==> config.mk <==
export PLATFORM = sky130hd
export DESIGN_NAME = col_sum_sweeper_flat
export DESIGN_NICKNAME = d
export VERILOG_FILES = /design/src/rtl/col_sum_sweeper_if.sv /design/src/rtl/col_sum_sweeper.sv /design/src/flat_wrapper.sv
export SDC_FILE = /design/constraint.sdc
export NUM_CORES = 1
export LEC_CHECK = 0
export CORE_UTILIZATION = 38
export CTS_BUF_LIST = sky130_fd_sc_hd__clkbuf_16
export CTS_CLUSTER_DIAMETER = 100
export DETAILED_ROUTE_END_ITERATION = 7
export PLACE_DENSITY = 0.63
export SETUP_SLACK_MARGIN = 0.2
export SLEW_MARGIN = 0
export SYNTH_ARGS = -nofsm -noshare
export SYNTH_HDL_FRONTEND = slang
export SYNTH_SLANG_ARGS = --single-unit
export TNS_END_PERCENT = 20
==> constraint.sdc <==
create_clock -name clk -period 1.8 [get_ports clk]
set_clock_uncertainty 0.1 [all_clocks]
set_input_delay 0.36 -clock clk [delete_from_list [all_inputs] [get_ports clk]]
set_output_delay 0.36 -clock clk [all_outputs]
set_load 0.01 [all_outputs]
==> src/rtl/col_sum_sweeper_if.sv <==
// Result stream of col_sum_sweeper: one column sum and its column index per
// valid/ready transfer.
interface col_sum_sweeper_if #(
  parameter int W = 32
);
  logic [W+1:0] out_data;
  logic [1:0]   out_col;
  logic         out_valid;
  logic         out_ready;

  modport master (output out_data, output out_col, output out_valid, input out_ready);
  modport slave  (input out_data, input out_col, input out_valid, output out_ready);
endinterface

==> src/rtl/col_sum_sweeper.sv <==
// Counts words loaded into the 16-word buffer, then sweeps its four columns and
// streams one carry-preserving four-word sum per column before pulsing done.
module col_sum_sweeper #(
  parameter int W      = 32,
  parameter int NWORDS = 16,
  parameter int NCOL   = 4
) (
  input  logic           clk,
  input  logic           rst,
  input  logic           load_en,
  input  logic           start,
  input  logic [4*W-1:0] col,
  output logic [3:0]     addr,
  output logic           busy,
  output logic           full,
  output logic           done,
  output logic           err,
  col_sum_sweeper_if.master res
);

  localparam logic [4:0] FULL_COUNT = 5'(NWORDS);
  localparam logic [3:0] LAST_COL   = 4'(NCOL - 1);

  typedef enum logic [1:0] {IDLE, RUN, WAIT} state_t;

  state_t       state;
  logic [4:0]   count;
  logic [W+1:0] col_sum;
  logic         load_ok;
  logic         xfer;

  // Two spare top bits make the four-word sum exact, so it can never wrap.
  always_comb begin
    col_sum = '0;
    for (int i = 0; i < 4; i++) begin
      col_sum = col_sum + {2'b00, col[i*W +: W]};
    end
  end

  assign load_ok = load_en && !busy && (count != FULL_COUNT);
  assign xfer    = (state == WAIT) && res.out_valid && res.out_ready;

  // Word count, sticky error and the sweep FSM share one register block so the
  // end-of-sweep transfer can clear the count in the same edge that raises done.
  always_ff @(posedge clk or negedge rst) begin
    if (!rst) begin
      state         <= IDLE;
      count         <= '0;
      addr          <= '0;
      busy          <= 1'b0;
      full          <= 1'b0;
      done          <= 1'b0;
      err           <= 1'b0;
      res.out_data  <= '0;
      res.out_col   <= '0;
      res.out_valid <= 1'b0;
    end else begin
      done <= 1'b0;

      if (load_en && busy) begin
        err <= 1'b1;
      end

      if (load_ok) begin
        count <= count + 5'd1;
        full  <= (count + 5'd1 == FULL_COUNT);
      end

      case (state)
        IDLE: begin
          if (start && full) begin
            state <= RUN;
            addr  <= '0;
            busy  <= 1'b1;
          end
        end
        RUN: begin
          res.out_data  <= col_sum;
          res.out_col   <= addr[1:0];
          res.out_valid <= 1'b1;
          state         <= WAIT;
        end
        WAIT: begin
          if (xfer) begin
            res.out_valid <= 1'b0;
            if (addr == LAST_COL) begin
              state <= IDLE;
              done  <= 1'b1;
              busy  <= 1'b0;
              addr  <= '0;
              count <= '0;
              full  <= 1'b0;
            end else begin
              addr  <= addr + 4'd1;
              state <= RUN;
            end
          end
        end
        default: state <= IDLE;
      endcase
    end
  end

endmodule

==> src/flat_wrapper.sv <==
// flat-port wrapper written by rule: the top's interface ports become plain ports
module col_sum_sweeper_flat 
#(
  parameter int W      = 32,
  parameter int NWORDS = 16,
  parameter int NCOL   = 4
)
  (clk, rst, load_en, start, col, addr, busy, full, done, err, res_out_data, res_out_col, res_out_valid, res_out_ready);
  col_sum_sweeper_if #(.W(W)) res_i ();
  input  logic clk;
  input  logic rst;
  input  logic load_en;
  input  logic start;
  input  logic [4*W-1:0] col;
  output logic [3:0] addr;
  output logic busy;
  output logic full;
  output logic done;
  output logic err;
  output wire logic [$bits(res_i.out_data)-1:0] res_out_data;
  output wire logic [$bits(res_i.out_col)-1:0] res_out_col;
  output wire logic [$bits(res_i.out_valid)-1:0] res_out_valid;
  input wire logic [$bits(res_i.out_ready)-1:0] res_out_ready;
  assign res_out_data = res_i.out_data;
  assign res_out_col = res_i.out_col;
  assign res_out_valid = res_i.out_valid;
  assign res_i.out_ready = res_out_ready;
  col_sum_sweeper #(.W(W), .NWORDS(NWORDS), .NCOL(NCOL)) u_core (.clk(clk), .rst(rst), .load_en(load_en), .start(start), .col(col), .addr(addr), .busy(busy), .full(full), .done(done), .err(err), .res(res_i));
endmodule
==> results list, run 1 <==
- Once detail routing completed, the nets flagged for antenna violations numbered 0.
- Violated checks: negative setup slack
- Final Util: 0.711
* FF+latch area: 1300 um2
* Post-route DRC: 0
- The area growth from synthesis to layout is 81.3%.
* Synth Instances: 879
* Flops & latches, synth: 52
- For the worst-skew pair, the clock arrives at the later sink with an insertion delay of 290 ps.
- Weighted congestion at the end of routability-driven global placement: 0.902
* Die width: 136 um
* Count of input and output buffers: 177
* Slew Viols, Final: 0
* Proportion of synthesized chip area in sequential cells: 0.190
- The number of hold violations in the final report came to 0.
- Entering global routing, the biggest net connects 26 pins.
- Die height: 136 um
- For this design the ratio of total power to cell area is 1050 nW/um2.
* Maximum vdd drop: 0.853 mV
- Count of final setup violators: 33
- In the synthesized netlist the dominant register cell turns out to be sky130_fd_sc_hd__dfrtp_1.
- Arrival time worst endpoint: 4240 ps
* Power dissipated by switching net loads: 5.66 mW
- Of all cell types, the one taking the most synthesized area is sky130_fd_sc_hd__dfrtp_1.
- The initial antenna violation count came to 0.
* Setup repair after global routing missed its margin: yes
- The worst setup path is launched from a primary input.
* Max-capacitance violation count: 0
- Internal power comes to 7.40 mW.
* Antenna Diode Count: 0
- Number of core rows: 48
- For this run the aggregate overflow at the end of global routing stands at 0.
- No sink is reached through more buffers than the 2 on the longest clock path.
- CTS root buffer: sky130_fd_sc_hd__clkbuf_16
- Total vias in the final route: 7564
- The share of total power dissipated in combinational logic is 0.774.
- Yosys printed 0 warnings.
- Core Box Area: 17500 um2
- Worst Hold Margin: 351 ps
* Clk pwr share: 0.069
* Final cycle utilization of the critical path: 2.31
* Starting utilization of the core area: 0.392
- The tree built by TritonCTS fans out to 52 sinks.
- The run finished, with violations left.
* Commonest cells post-synth: sky130_fd_sc_hd__inv_1 (142), sky130_fd_sc_hd__nand2_1 (96), sky130_fd_sc_hd__ha_1 (68)
- Area of the die: 18600 um2
- Crit path capture type: register
* Count of TritonRoute iterations in the first routing pass: 4
- Setup slack on the critical path of the routed design comes to -2360 ps.
* Number of flops mapped to enable cells by yosys: 0
* Total power consumption of the routed design: 13.1 mW
* HPWL after DPL: 17.3 mm
* Share of cells above drive strength 1: 0.389
* I/O pin cnt: 178
* Fraction of power consumed by sequential logic: 0.157
* Mapped Nets: 1114
* Net count of the finished layout: 1545
- First-pass GRT wire length: 36.0 mm
- The number of global-route vias before repair came to 7561.
- Switching share of total power: 0.433
* Final critical-path required period: 4160 ps
- Drt via density: 4.92
* Count of different cell masters after synthesis: 71
- The multi-input combinational cells in the finished layout cover a total of 6410 um2.
- The critical path is of the primary input to register type.
- Clock-pin slew on the worst setup and hold paths: 60 ps
- Counting flops with an async set or reset pin after synthesis yields a share of 1.00.
* H-Tree Depth: 2
* Mapped cell area: 6850 um2
- Wirelength per Cell: 14.4 um
- TritonCTS created 5 clock buffers.
- Data required time at the worst endpoint: 1880 ps
- For this block, the initial DRC count from the detailed router was 257.
- Layout filler cell count: 1360
- In this run the worst path has a maximum fanout of 3.
* Top-area cell type share of the netlist area: 0.190
- The worst hold path belongs to the class register to register.
- WL final: 22.1 mm
- By area the synthesized netlist is led by sky130_fd_sc_hd__dfrtp_1 (19%), sky130_fd_sc_hd__ha_1 (12%), sky130_fd_sc_hd__fa_1 (9.9%).
- Total negative slack for setup checks: -59770 ps
- Across every metal layer, demand over resource in global routing totals 0.239.
* Actual transition at the worst max-transition pin: 439 ps
- In this run the static leakage power is 5.91 nW.
- In this run the tightest slew margin relative to its limit is 0.707.
- Most numerous cell in the Yosys netlist: sky130_fd_sc_hd__inv_1
- TritonCTS clock tree: done
* Pre-CTS setup slack: -3190 ps
- Synthesized area per cell: 7.79 um2
* Peak Freq: 0.241 GHz
==> final cells by class <==
type                            instances  share of cell area
Clock buffer                            5              0.0101
Clock inverter                          3            0.000907
Inverter                              142              0.0429
Multi-Input combinational cell        663               0.516
Sequential cell                        52               0.105
Tap cell                              225              0.0227
Timing Repair Buffer                  446               0.303
==> logic make-up after synthesis <==
kind of cell    count (synthesis)  synth area share
compound gates                254             0.248
xor+xnor                       51            0.0652
fa+ha+maj                     102             0.224
buf+inv                       164            0.0902
flops                          52             0.190
mux                             3           0.00438
simple gates                  253             0.179
==> stage by stage <==
stage,area [um2],cells
2_1_floorplan,7060,879
3_3_place_gp,10800,1491
3_5_place_dp,10800,1491
4_1_cts,12000,1527
5_1_grt,12400,1536
6_report,12400,1536
==> worst max-delay path, cell delays in order <==
cell and delay, ps:
sky130_fd_sc_hd__dlygate4sd2_1 260, sky130_fd_sc_hd__ha_4 250, sky130_fd_sc_hd__buf_6 110, sky130_fd_sc_hd__nand2_2 80, sky130_fd_sc_hd__buf_4 130, sky130_fd_sc_hd__o21ai_1 100, sky130_fd_sc_hd__a21o_1 220, sky130_fd_sc_hd__a21o_1 190
sky130_fd_sc_hd__a221o_1 330, sky130_fd_sc_hd__a31oi_2 200, sky130_fd_sc_hd__xnor2_2 110, sky130_fd_sc_hd__fa_1 480, sky130_fd_sc_hd__inv_1 40, sky130_fd_sc_hd__ha_1 300, sky130_fd_sc_hd__and3_4 180, sky130_fd_sc_hd__nand2_2 70
sky130_fd_sc_hd__o221ai_2 90, sky130_fd_sc_hd__a21o_1 170, sky130_fd_sc_hd__or3_1 340, sky130_fd_sc_hd__a31o_1 220
==> registers in the layout (all words and copies together), names as in the netlist, 2 cells and up <==
register / flops
u_core.count: 5
u_core.addr: 4
u_core.state: 2
u_core.res.out_data: 34
u_core.res.out_col: 2
==> routing by layer <==
metal / GRT usage / vias up / part of all wire / wire length (um)
met2: 0.403 / 152 / 0.47 / 10400
met5: 0 / - / 0 / 0
met4: 0.0451 / 0 / 0.013 / 298
met3: 0.0134 / 21 / 0.029 / 637
met1: 0.338 / 3515 / 0.49 / 10700
li1: - / 3876 / - / -
==> cells in the final DEF (no fill, tap or decap), drive strengths merged, types with 9 or more instances in the layout <==
cell type / instances
nor2: 52
dlygate4sd2: 74
dfrtp: 52
nand4: 14
o21a: 14
clkdlybuf4s50: 84
inv: 144
o21ai: 64
nor3: 14
and3: 9
nand2: 96
o211ai: 9
nand2b: 12
nand3: 19
xor2: 29
a31oi: 14
xnor2: 22
ha: 68
buf: 279
fa: 34
a21oi: 67
a21o: 29
==> timing repair <==
action	CTS	global route
hold buffers	1	0
hold endpoints to repair	16	0
setup endpoints to repair	84	38
gates resized for setup	289	95
pin swaps	124	107
cloned	0	0
buffers inserted	27	9
==> final timing paths <==
kind,slack (ps),from,endpoint,cells past startpoint
worst max-delay path,-2360,col[49],u_core.res.out_data[32],20
worst min-delay path,350,u_core.err,u_core.err,1
worst max register to register,20,u_core.state[0],u_core.res.out_data[31],7
worst min register to register,350,u_core.err,u_core.err,1
max in group asynchronous,660,rst,u_core.res.out_data[6],3
min in group asynchronous,440,rst,u_core.res.out_col[1],2
==> power groups by stage <==
stage	clock network (mW)	logic (mW)	registers, mW
after floorplan	0	4.23	2.22
after global placement	0	8.43	2.06
after detailed placement	0	8.52	2.08
after CTS	0.939	9.39	2.05
after global routing	0.976	11.0	2.13
final	0.906	10.1	2.05
(Power assumes the default switching activity.)
==> inputs of run 2 (changes only) <==
Settings changed: SLEW_MARGIN 0 to not set.
==> results of run 2 <==
Same layout as run 1: the final DEF is identical, and so are final timing and power.
==> inputs of run 3 (changes only) <==
--- a/config.mk
+++ b/config.mk
@@ -6,10 +6,12 @@
 export NUM_CORES = 1
 export LEC_CHECK = 0
+export ABC_AREA = 1
 export CORE_UTILIZATION = 38
 export CTS_BUF_LIST = sky130_fd_sc_hd__clkbuf_16
 export CTS_CLUSTER_DIAMETER = 100
 export DETAILED_ROUTE_END_ITERATION = 7
-export PLACE_DENSITY = 0.63
+export PLACE_DENSITY = 0.62
 export SETUP_SLACK_MARGIN = 0.2
+export SKIP_LAST_GASP = 1
 export SYNTH_ARGS = -nofsm -noshare
 export SYNTH_HDL_FRONTEND = slang
==> constraint.sdc (replaced) <==
create_clock -name clk -period 1.8 [get_ports clk]
set_clock_uncertainty 0.1 [all_clocks]
set_input_delay 0.27 -clock clk [delete_from_list [all_inputs] [get_ports clk]]
set_output_delay 0.27 -clock clk [all_outputs]
set_load 0.01 [all_outputs]
==> results list, run 3 <==
* FF+latch area: 1300 um2
- In the routed design, unresolved DRC markers number 0.
- Max reg flops: 34
- Final cycle utilization of the critical path: 1.88
* Beginning of the worst hold path: u_core.err
- Net count of the finished layout: 1847
- Clk_lat worst skew: 290 ps
- Flops & latches, synth: 52
- The multi-input combinational cells in the finished layout cover a total of 7170 um2.
- The floorplan step defined a die boundary enclosing 20700 um2.
* Run status: finished, violations left
- The cell count after synthesis came out at 1245.
- Number of flops mapped to enable cells by yosys: 0
* Antenna violations before repair: 0
- Internal power comes to 7.56 mW.
- Crit path setup slack, layout: -1580 ps
* Part of the total power dissipated in combinational logic: 0.766
- In this run the vertical extent of the chip is 144 um.
* Count of final setup violators: 33
- The most common cell in the synthesized netlist is sky130_fd_sc_hd__nand2_1.
- Derived from the worst setup path, the maximum achievable clock frequency is 0.296 GHz.
* Kind of cell adding the most delay to the critical path: adder cells
* Total global-route track usage: 0.256
- The congestion estimate from routability-driven global placement came to 0.909.
- Of the post-synthesis cell area, the dominant cell type holds 0.198.
* WL final: 26.2 mm
* Clk pwr share: 0.086
- For the worst setup path, the data required time is 1930 ps.
* CP bufs+invs: 4
* Crit path capture type: register
- The path with the worst hold slack has its endpoint at u_core.err.
- Worst path most repeated cell: sky130_fd_sc_hd__nand2_2
- Switching share of total power: 0.457
* Fraction of power consumed by sequential logic: 0.148
- At the placement stage, the worst setup path has a slack of -2460 ps.
- Slowest CP cell: sky130_fd_sc_hd__fa_1
- CTS root buffer: sky130_fd_sc_hd__clkbuf_16
* Highest cell delay on the worst timing path: 490 ps
* Total cell area at the placement stage: 11100 um2
* Async set or reset register ratio after synthesis: 1.00
* Wirelength per Cell: 14.0 um
* Total number of yosys warnings: 0
- The count of nets left with antenna violations once routing finished came out at 0.
- Setup repair after global routing missed its margin: yes
- In this run the tightest slew margin relative to its limit is 0.651.
- Arrival time worst endpoint: 3510 ps
- Counting instances, the worst hold path has a depth of 1.
- For this run, the leading register cell type out of synthesis is sky130_fd_sc_hd__dfrtp_1.
- Yosys mapped the design onto 38 distinct sky130hd cell types.
- Leading registers by flop count: u_core.res.out_data x34, u_core.count x5, u_core.addr x4
* Max-capacitance violation count: 0
- Summing every instance area after synthesis gives 7650 um2.
* Aggregate global routing overflow: 0
- The critical path in this run is classified as primary input to register.
- In this run the critical register-to-register path is captured at u_core.count[4].
* Number of core rows: 51
* Register with the highest flop count: u_core.res.out_data
- P_leak: 6.83 nW
* Area growth from synthesis to final layout: 73.5%
- Layout filler cell count: 1656
- Most frequent standard cell in the layout excluding fill and tap cells: sky130_fd_sc_hd__nand2_1
- For this configuration, the core starts out at a cell density of 0.390.
- Counting along the longest clock path gives a buffer depth of 2.
- Final hold analysis gives a worst-case slack of 360 ps.
- Share of cells above drive strength 1: 0.354
* HPWL after DPL: 20.6 mm
- In this run the worst path has a maximum fanout of 4.
* Setup slack, reg-to-reg: 180 ps
- The repair_antennas step left the layout with diodes totalling 0.
- Buffers placed on the I/O ports in this run total 177.
- Clk sink count: 52
- The share of the Yosys chip area taken by registers is 0.170.
* Total CTS buffers: 5
* TritonCTS clock tree: done
* Die width: 144 um
- In this run the power spent charging and discharging nets is 6.36 mW.
* First-pass GRT wire length: 41.9 mm
* Total power divided by cell area: 1050 nW/um2
* Top cell type by total area after synthesis: sky130_fd_sc_hd__nand2_1
* Count of TritonRoute iterations in the first routing pass: 5
- Violated checks: negative setup slack
- In this run the count of I/O pins placed on the die edge is 178.
- The number of hold violations in the final report came to 0.
- Final std cell area, no fill: 13300 um2
* Slew Viols, Final: 0
- Startpoint of the most critical register-to-register path: u_core.count[0]
- In the layout the commonest cells are sky130_fd_sc_hd__nand2_1 (299), sky130_fd_sc_hd__inv_1 (255), sky130_fd_sc_hd__buf_4 (179), sky130_fd_sc_hd__clkdlybuf4s50_1 (121), sky130_fd_sc_hd__nand2_2 (93).
* Worst hold-check path type: register to register
* Count of cells along the worst register-to-register path: 7
- Commonest cells post-synth: sky130_fd_sc_hd__nand2_1 (404), sky130_fd_sc_hd__inv_1 (282), sky130_fd_sc_hd__nor2_1 (92)
- After floorplanning, the core was sized to cover 19600 um2.
* Actual transition at the worst max-transition pin: 524 ps
- Entering global routing, the biggest net connects 36 pins.
* Setup crit start kind: primary input
- Mapped Nets: 1480
- Final critical-path required period: 3380 ps
- Setup total negative slack on the finished layout was measured at -44620 ps.
* Total vias in the final route: 8910
- Using the TritonRoute via totals, the vias-per-cell ratio works out to 4.75.
- In this run, the number of DRC markers left after iteration 0 of detailed routing was 360.
* Vias in the first global route: 8973
* H-Tree Depth: 2
- By area the synthesized netlist is led by sky130_fd_sc_hd__nand2_1 (20%), sky130_fd_sc_hd__dfrtp_1 (17%), sky130_fd_sc_hd__inv_1 (14%).
* Synthesized area per cell: 6.14 um2
- Final Util: 0.677
* Maximum vdd drop: 0.498 mV
- Clock-pin slew was measured on the worst setup and hold paths at 70 ps.
[run 3: cell types whose count changed after synthesis, sizes merged, moves of 15 or more]
cell    before  now
nor2        52   98
inv        142  286
nand2       96  431
o21ai       64   43
xor2        29    5
a21o        29    8
nand3b       0   15
nand3       19   59
[run 3: worst max path at each step]
| stage | slack, ps | startpoint | end | cells after the start |
|---|---|---|---|---|
| final | -1580 | col[0] | u_core.res.out_data[33] | 26 |
| after CTS | -1580 | col[32] | u_core.res.out_data[33] | 26 |
| after global routing | -1760 | col[0] | u_core.res.out_data[33] | 26 |
| after floorplan | -1460 | col[0] | u_core.res.out_data[17] | 26 |
| after detailed placement | -2460 | col[0] | u_core.res.out_data[33] | 25 |
| after global placement | -2430 | col[0] | u_core.res.out_data[33] | 25 |
[run 3: power by group through the flow]
stage	logic (mW)	registers [mW]	clock network, mW
finish	10.7	2.06	1.20
global route	11.7	2.13	1.28
CTS	9.81	2.06	1.23
detailed placement	8.58	2.08	0
global placement	8.47	2.06	0
floorplan	4.87	2.26	0
[run 3: repair_timing]
action / CTS / global route
endpoints found under the setup margin: 43 / 66
gates resized for setup: 334 / 125
hold buffers: 1 / 0
buffers inserted: 32 / 10
pin swaps: 140 / 100
hold endpoints to repair: 20 / 0
[run 3: layer usage]
metal,global-route usage,routed length (um)
met5,0,0
met4,0.0913,821
met3,0.0213,1110
met2,0.462,12900
met1,0.317,11400
[run 3: layout make-up]
| class | count | share of cell area |
|---|---|---|
| tap | 265 | 0.0250 |
| timing repair buffer | 367 | 0.241 |
| inverter | 286 | 0.0811 |
| clock buffer | 5 | 0.00943 |
| clock inverter | 2 | 0.00453 |
| sequential | 52 | 0.0981 |
| multi-input combinational | 900 | 0.541 |
[run 3: logic make-up (layout without fill, tap and decap cells)]
group	Yosys count	count (layout)	synth area share
and+or+nand+nor	639	639	0.358
buffers and inverters	293	660	0.144
AOI/OAI and AO/OA	128	128	0.0921
adders and majority gates	102	102	0.200
DFF	52	52	0.170
xor gates and xnor gates	31	31	0.0355
[run 3: stage by stage]
step | total power, mW | cells
6_report | 13.9 | 1877
2_1_floorplan | 7.13 | 1245
3_5_place_dp | 10.7 | 1827
5_1_grt | 15.1 | 1877
4_1_cts | 13.1 | 1867
3_3_place_gp | 10.5 | 1827
==> patch 1: new RTL, settings of run 2 <==
`W` is set to 32 in 3 places; all go to 40.
--- a/src/rtl/col_sum_sweeper_if.sv
+++ b/src/rtl/col_sum_sweeper_if.sv
@@ -1,7 +1,7 @@
 // Result stream of col_sum_sweeper: one column sum and its column index per
 // valid/ready transfer.
 interface col_sum_sweeper_if #(
-  parameter int W = 32
+  parameter int W = 40
 );
   logic [W+1:0] out_data;
   logic [1:0]   out_col;
--- a/src/rtl/col_sum_sweeper.sv
+++ b/src/rtl/col_sum_sweeper.sv
@@ -1,7 +1,7 @@
 // Counts words loaded into the 16-word buffer, then sweeps its four columns and
 // streams one carry-preserving four-word sum per column before pulsing done.
 module col_sum_sweeper #(
-  parameter int W      = 32,
+  parameter int W      = 40,
   parameter int NWORDS = 16,
   parameter int NCOL   = 4
 ) (
--- a/src/flat_wrapper.sv
+++ b/src/flat_wrapper.sv
@@ -1,7 +1,7 @@
 // flat-port wrapper written by rule: the top's interface ports become plain ports
 module col_sum_sweeper_flat 
 #(
-  parameter int W      = 32,
+  parameter int W      = 40,
   parameter int NWORDS = 16,
   parameter int NCOL   = 4
 )
Interface: changed (resized col and res_out_data); port bits go from 178 to 218. The function was not compared with the original's and may differ.
==> patch 1 against run 2 <==
- setup slack worse by 270 ps
- critical endpoint is now u_core.res.out_data[39]$_DFFE_PN0P_
- count of clock-buffer cells in the layout increased by 4
- sequential power grew 16%
- power up 26%
- hold slack worse by 2.3 ps
- sequential cell count increased by 8
- wire length is 21% higher
- final area up 15%
- largest power group unchanged
- maximum frequency down 6.1%
- non-clock buffer count increased by 52
- synthesized area grew 19%
- sequential share of layout area hardly changed
- the run still ends with setup timing left
==> patch 1: results (changes against run 2) <==
Worst setup path
  • R2R depth: 6 (-1)
  • Reg-to-reg startpoint: u_core.state[1]$_DFFE_PN0P_
  • Critical path fanouts, max: 4 (+1)
  • FF-to-FF setup slack: 210 ps (+190 ps)
  • R2r endpoint: u_core.addr[3]$_DFFE_PN0P_

Run status
  • Status: finished with violations
  • Violated checks: setup timing

Logic synthesis
  • Ys async rst share: 100% (unchanged)
  • Synth top area cells: dfrtp_1, ha_1, fa_1
  • Synth top cells by count: inv_1, nand2_1, a21oi_1
  • Syn_nets: 1334 (+20%)
  • Sequential element share of the synthesized area: 18.5% (-0.55 points)
  • Leading register cell type out of synthesis: dfrtp_1
  • Synth Warn #: 0 (unchanged)
  • Post-synthesis cell type count: 67 (-5.6%)

Routing
  • Vias post-DR: 8859 (+17%)
  • Wire per inst: 14.8 um (+2.8%)
  • Initial DRT Pass Iterations: 4 (unchanged)
  • DR iter-0 viols: 325 (+26%)

Place
  • Routability cong.: 0.892 (-1.2%)
  • Final HPWL DP: 20900 um (+21%)
  • PortBufs: 217 (+23%)

Hold path
  • Min-delay worst type: flop to flop
  • Min-delay src: u_core.err$_DFFE_PN0P_
  • Hold path depth: 1 (unchanged)
  • WHS Endpoint: u_core.err$_DFFE_PN0P_

Pwr
  • Leakage: 6.93 nW (+17%)
  • VDD IR max: 0.647 mV (-24%)

Clock tree
  • Clk_lat worst skew: 320 ps (+30 ps)
  • H-tree levels: 3 (+1)
  • Clock buffer depth: 2 (unchanged)
  • TritonCTS buffer count: 9 (+4)
  • Worst-path clk slew: 50 ps
  • Root Driver: clkbuf_16

Layout
  • Final nets: 1814 (+17%)
  • Regs by FF count: u_core.res.out_data: 42 flops, u_core.count: 5 flops, u_core.addr: 4 flops
  • # diodes: 0 (unchanged)
  • Ratio of cells with drive above 1 in the final layout: 35.0% (-3.9 points)

Timing
  • Worst slew pin tran: 428 ps (-10.6 ps)
  • Final Setup Violations: 41 (+24%)
  • Final worst slack: -2630 ps (-270 ps)

Global route
  • Antenna violations before repair: 0 (unchanged)
  • Gr usage total: 23.8% (-0.11 points)
  • Largest net degree at the start of global routing: 50 (+92%)
  • First-pass GRT wire length: 42600 um (+18%)
## patch 1: stage by stage
step | hold slack, ps | setup slack (ps) | cells | TNS [ps] | area, sq um
6_report | 348 | -2630 | 1802 | -88430 | 14300
5_1_grt | 369 | -2840 | 1802 | -95170 | 14300
4_1_cts | 350 | -2720 | 1793 | -86580 | 13800
3_5_place_dp | 166 | -3630 | 1757 | -123270 | 12500
3_3_place_gp | 173 | -3590 | 1757 | -120760 | 12500
2_1_floorplan | -35.6 | -2750 | 1043 | -85560 | 8220
## patch 1: kinds of logic after synthesis
logic type	Yosys count	synth area share, %
xor gates and xnor gates	75	8.17
adders and majority gates	126	23.3
DFF	60	18.5
AOI/OAI and AO/OA	310	24.6
buffers and inverters	210	9.73
and+or+nand+nor	256	15.1
muxes	6	0.784
## patch 1: area by class of cell
| type | instances | area [sq um] |
|---|---|---|
| flip-flops and latches | 60 | 1500 |
| clock inverters | 6 | 104 |
| inverters | 181 | 679 |
| multi-input cells | 773 | 7230 |
| repair buffers | 498 | 4260 |
| clock buffers | 9 | 225 |
| fillers | 1704 | 6680 |
| well taps | 275 | 344 |
## patch 1: how the worst max path moves through the flow
stage,from,endpoint,depth (start not counted)
2_1_floorplan,col[0],u_core.res.out_data[31]$_DFFE_PN0P_,24
3_3_place_gp,col[1],u_core.res.out_data[34]$_DFFE_PN0P_,22
3_5_place_dp,col[0],u_core.res.out_data[31]$_DFFE_PN0P_,25
4_1_cts,col[45],u_core.res.out_data[39]$_DFFE_PN0P_,23
5_1_grt,col[40],u_core.res.out_data[38]$_DFFE_PN0P_,26
6_report,col[45],u_core.res.out_data[39]$_DFFE_PN0P_,22
## patch 1: per-layer routing
layer | routed length (um) | part of all wire [%] | track usage [%] | up-vias
li1 | - | - | - | 4501
met1 | 12500 | 47 | 33.3 | 4101
met2 | 12800 | 48 | 40.0 | 220
met3 | 857 | 3.2 | 1.72 | 37
met4 | 505 | 1.9 | 5.46 | 0
met5 | 0 | 0 | 0 | -
## patch 1: power breakdown
group / total (mW) / internal (mW) / switching (mW) / leakage, nW
clock network: 1.89 / 1.33 / 0.563 / 0.163
logic: 12.2 / 6.25 / 5.98 / 6.08
registers: 2.38 / 1.95 / 0.425 / 0.691
## patch 1: worst max-delay path: stages
cell,delay [ps]
buf_6,100
ha_4,230
a21o_1,190
or3_4,370
o21ai_4,160
o21ai_4,80
buf_4,140
buf_6,120
o31ai_2,260
and2_4,230
o221a_4,220
xor2_2,70
fa_1,480
inv_1,40
ha_1,290
buf_4,140
nand4_1,120
or3_4,390
nor4_4,230
nor3_2,80
xor2_1,160
o21ai_1,120
## patch 1: repair_timing
action	CTS	global route
hold buffers	1	0
pin swaps	124	89
hold endpoints to repair	11	0
gates resized for setup	297	104
setup buffers	20	9
setup endpoints to repair	100	46
==> patch 2: new RTL, settings of run 2 <==
Without the edit above. Re-encode `state_t` (3 states) as one-hot, 3 bits wide.
--- a/src/rtl/col_sum_sweeper.sv
+++ b/src/rtl/col_sum_sweeper.sv
@@ -21,7 +21,7 @@
   localparam logic [4:0] FULL_COUNT = 5'(NWORDS);
   localparam logic [3:0] LAST_COL   = 4'(NCOL - 1);
 
-  typedef enum logic [1:0] {IDLE, RUN, WAIT} state_t;
+  typedef enum logic [2:0] {IDLE = 3'b001, RUN = 3'b010, WAIT = 3'b100} state_t;
 
   state_t       state;
   logic [4:0]   count;
Check against the original RTL: no difference found for any inputs over 10 cycles, from zero or initial values and one cycle with rst low; not proved beyond that.
==> patch 2 against run 2 <==
- the run still ends with setup timing left
- power is 12% lower
- synthesized cell count down 2.8%
- global-route usage decreased by 2.1 points
- critical path depth is the same
- sequential power shrank 23%
- sequential cell count up 1
- final area is 7.2% lower
- wire length is 10% lower
- setup slack worse by 190 ps
- synthesized area decreased by 3.6%
- maximum frequency is 4.5% lower
- clock power is 5.8% higher
- critical endpoint is now u_core.res.out_data[33]$_DFFE_PN0P_
- highest routed layer unchanged
==> patch 2: results (changes against run 2) <==
Global route
  • Gr usage total: 21.8% (-2.1 points)
  • GR met3 Demand/Resource: 1.55% (+0.21 points)
  • Met2 usage: 38.5% (-1.8 points)
  • Vias in the first global route: 7201 (-4.8%)
  • Largest net degree at the start of global routing: 53 (+100%)
  • Met1 Track Usage GR: 29.7% (-4.0 points)
  • First-pass GRT wire length: 32700 um (-9.0%)

Worst setup path
  • FF-to-FF setup slack: 200 ps (+180 ps)
  • Setup crit end: u_core.res.out_data[33]$_DFFE_PN0P_
  • Worst path slowest cell: fa_1
  • Crit path from: col[9]
  • Critical path fanouts, max: 5 (+2)
  • Largest stage delay on the critical path: 510 ps (+30 ps)
  • Arrival @ worst endpoint: 4470 ps (+230 ps)
  • R2r endpoint: u_core.res.out_data[28]$_DFFE_PN0P_
  • R2R depth: 6 (-1)
  • Reg-to-reg startpoint: u_core.state[0]$_DFFE_PN1P_

Logic synthesis
  • Ys async rst share: 100% (unchanged)
  • Post-Synth XOR/XNOR Area: 8.36% (+1.8 points)
  • Adder-cell share of the synthesized area: 23.2% (+0.83 points)
  • Sequential element share of the synthesized area: 20.1% (+1.1 points)
  • Synth top area cells: dfrtp_1, ha_1, fa_1
  • Mux contribution to synthesized area: 0.322% (-0.12 points)
  • Post-synthesis cell type count: 57 (-20%)
  • Synth Area in Compound Gates: 22.7% (-2.1 points)
  • Syn_nets: 1089 (-2.2%)
  • Synth top cells by count: inv_1, nand2_1, a21oi_1

Run status
  • Status: finished with violations
  • Violated checks: setup timing

Clock tree
  • H-tree levels: 2 (unchanged)
  • TritonCTS buffer count: 5 (unchanged)

Routing
  • M1 WL: 8780 um (-18%)
  • DR vias/cell: 4.91 (-0.19%)
  • Total length of routed met2 wires: 9920 um (-4.6%)
  • Wire length on met3: 881 um (+38%)
  • Wire per inst: 13.6 um (-5.7%)
  • DR iter-0 viols: 248 (-3.5%)
  • Initial DRT Pass Iterations: 6 (+2)

Pwr
  • Logic pwr share: 77.9% (+0.5 points)
  • Int Power: 6.61 mW (-11%)
  • Clk network pwr share: 8.4% (+1.5 points)
  • Leakage: 5.49 nW (-7.0%)
  • VDD IR max: 0.470 mV (-45%)

Layout
  • Final nets: 1472 (-4.7%)
  • # diodes: 0 (unchanged)
  • Ratio of cells with drive above 1 in the final layout: 33.4% (-5.5 points)

Place
  • Routability cong.: 0.889 (-1.5%)
  • Final HPWL DP: 15100 um (-13%)

Timing
  • Final Setup Violations: 33 (unchanged)
  • TNS Setup: -62430 ps (-2660 ps)
  • Final worst slack: -2550 ps (-194 ps)
  • Worst hold slack: 356 ps (+5.38 ps)
  • Relative slew slack: 68.8% (-1.9 points)

Hold path
  • Min-delay src: u_core.err$_DFFE_PN0P_
patch 2: stage by stage:
| step | util, % | std cells | total power [mW] | instance area, sq um | setup WS, ps |
|---|---|---|---|---|---|
| finish | 68.8 | 1458 | 11.4 | 11500 | -2550 |
| global route | 68.8 | 1458 | 12.4 | 11500 | -2790 |
| CTS | 66.9 | 1449 | 10.8 | 11200 | -2560 |
| detailed placement | 60.8 | 1412 | 8.50 | 10200 | -3450 |
| global placement | 60.8 | 1412 | 8.41 | 10200 | -3380 |
| floorplan | - | 854 | 5.57 | 6870 | -2430 |
patch 2: timing repair:
action | CTS | global route
setup buffers | 28 | 9
endpoints found under the hold margin | 21 | 0
setup endpoints to repair | 81 | 43
resized for setup | 241 | 55
hold buffers | 1 | 0
pin swaps | 120 | 86
patch 2: cell type report:
type                       instances  area, sq um
clock buffer                       5          125
clock inverter                     3         21.3
fill                            1412         5230
inverter                         142          533
multi-input combinational        633         5780
sequential                        53         1330
tap                              220          275
timing repair buffer             402         3470
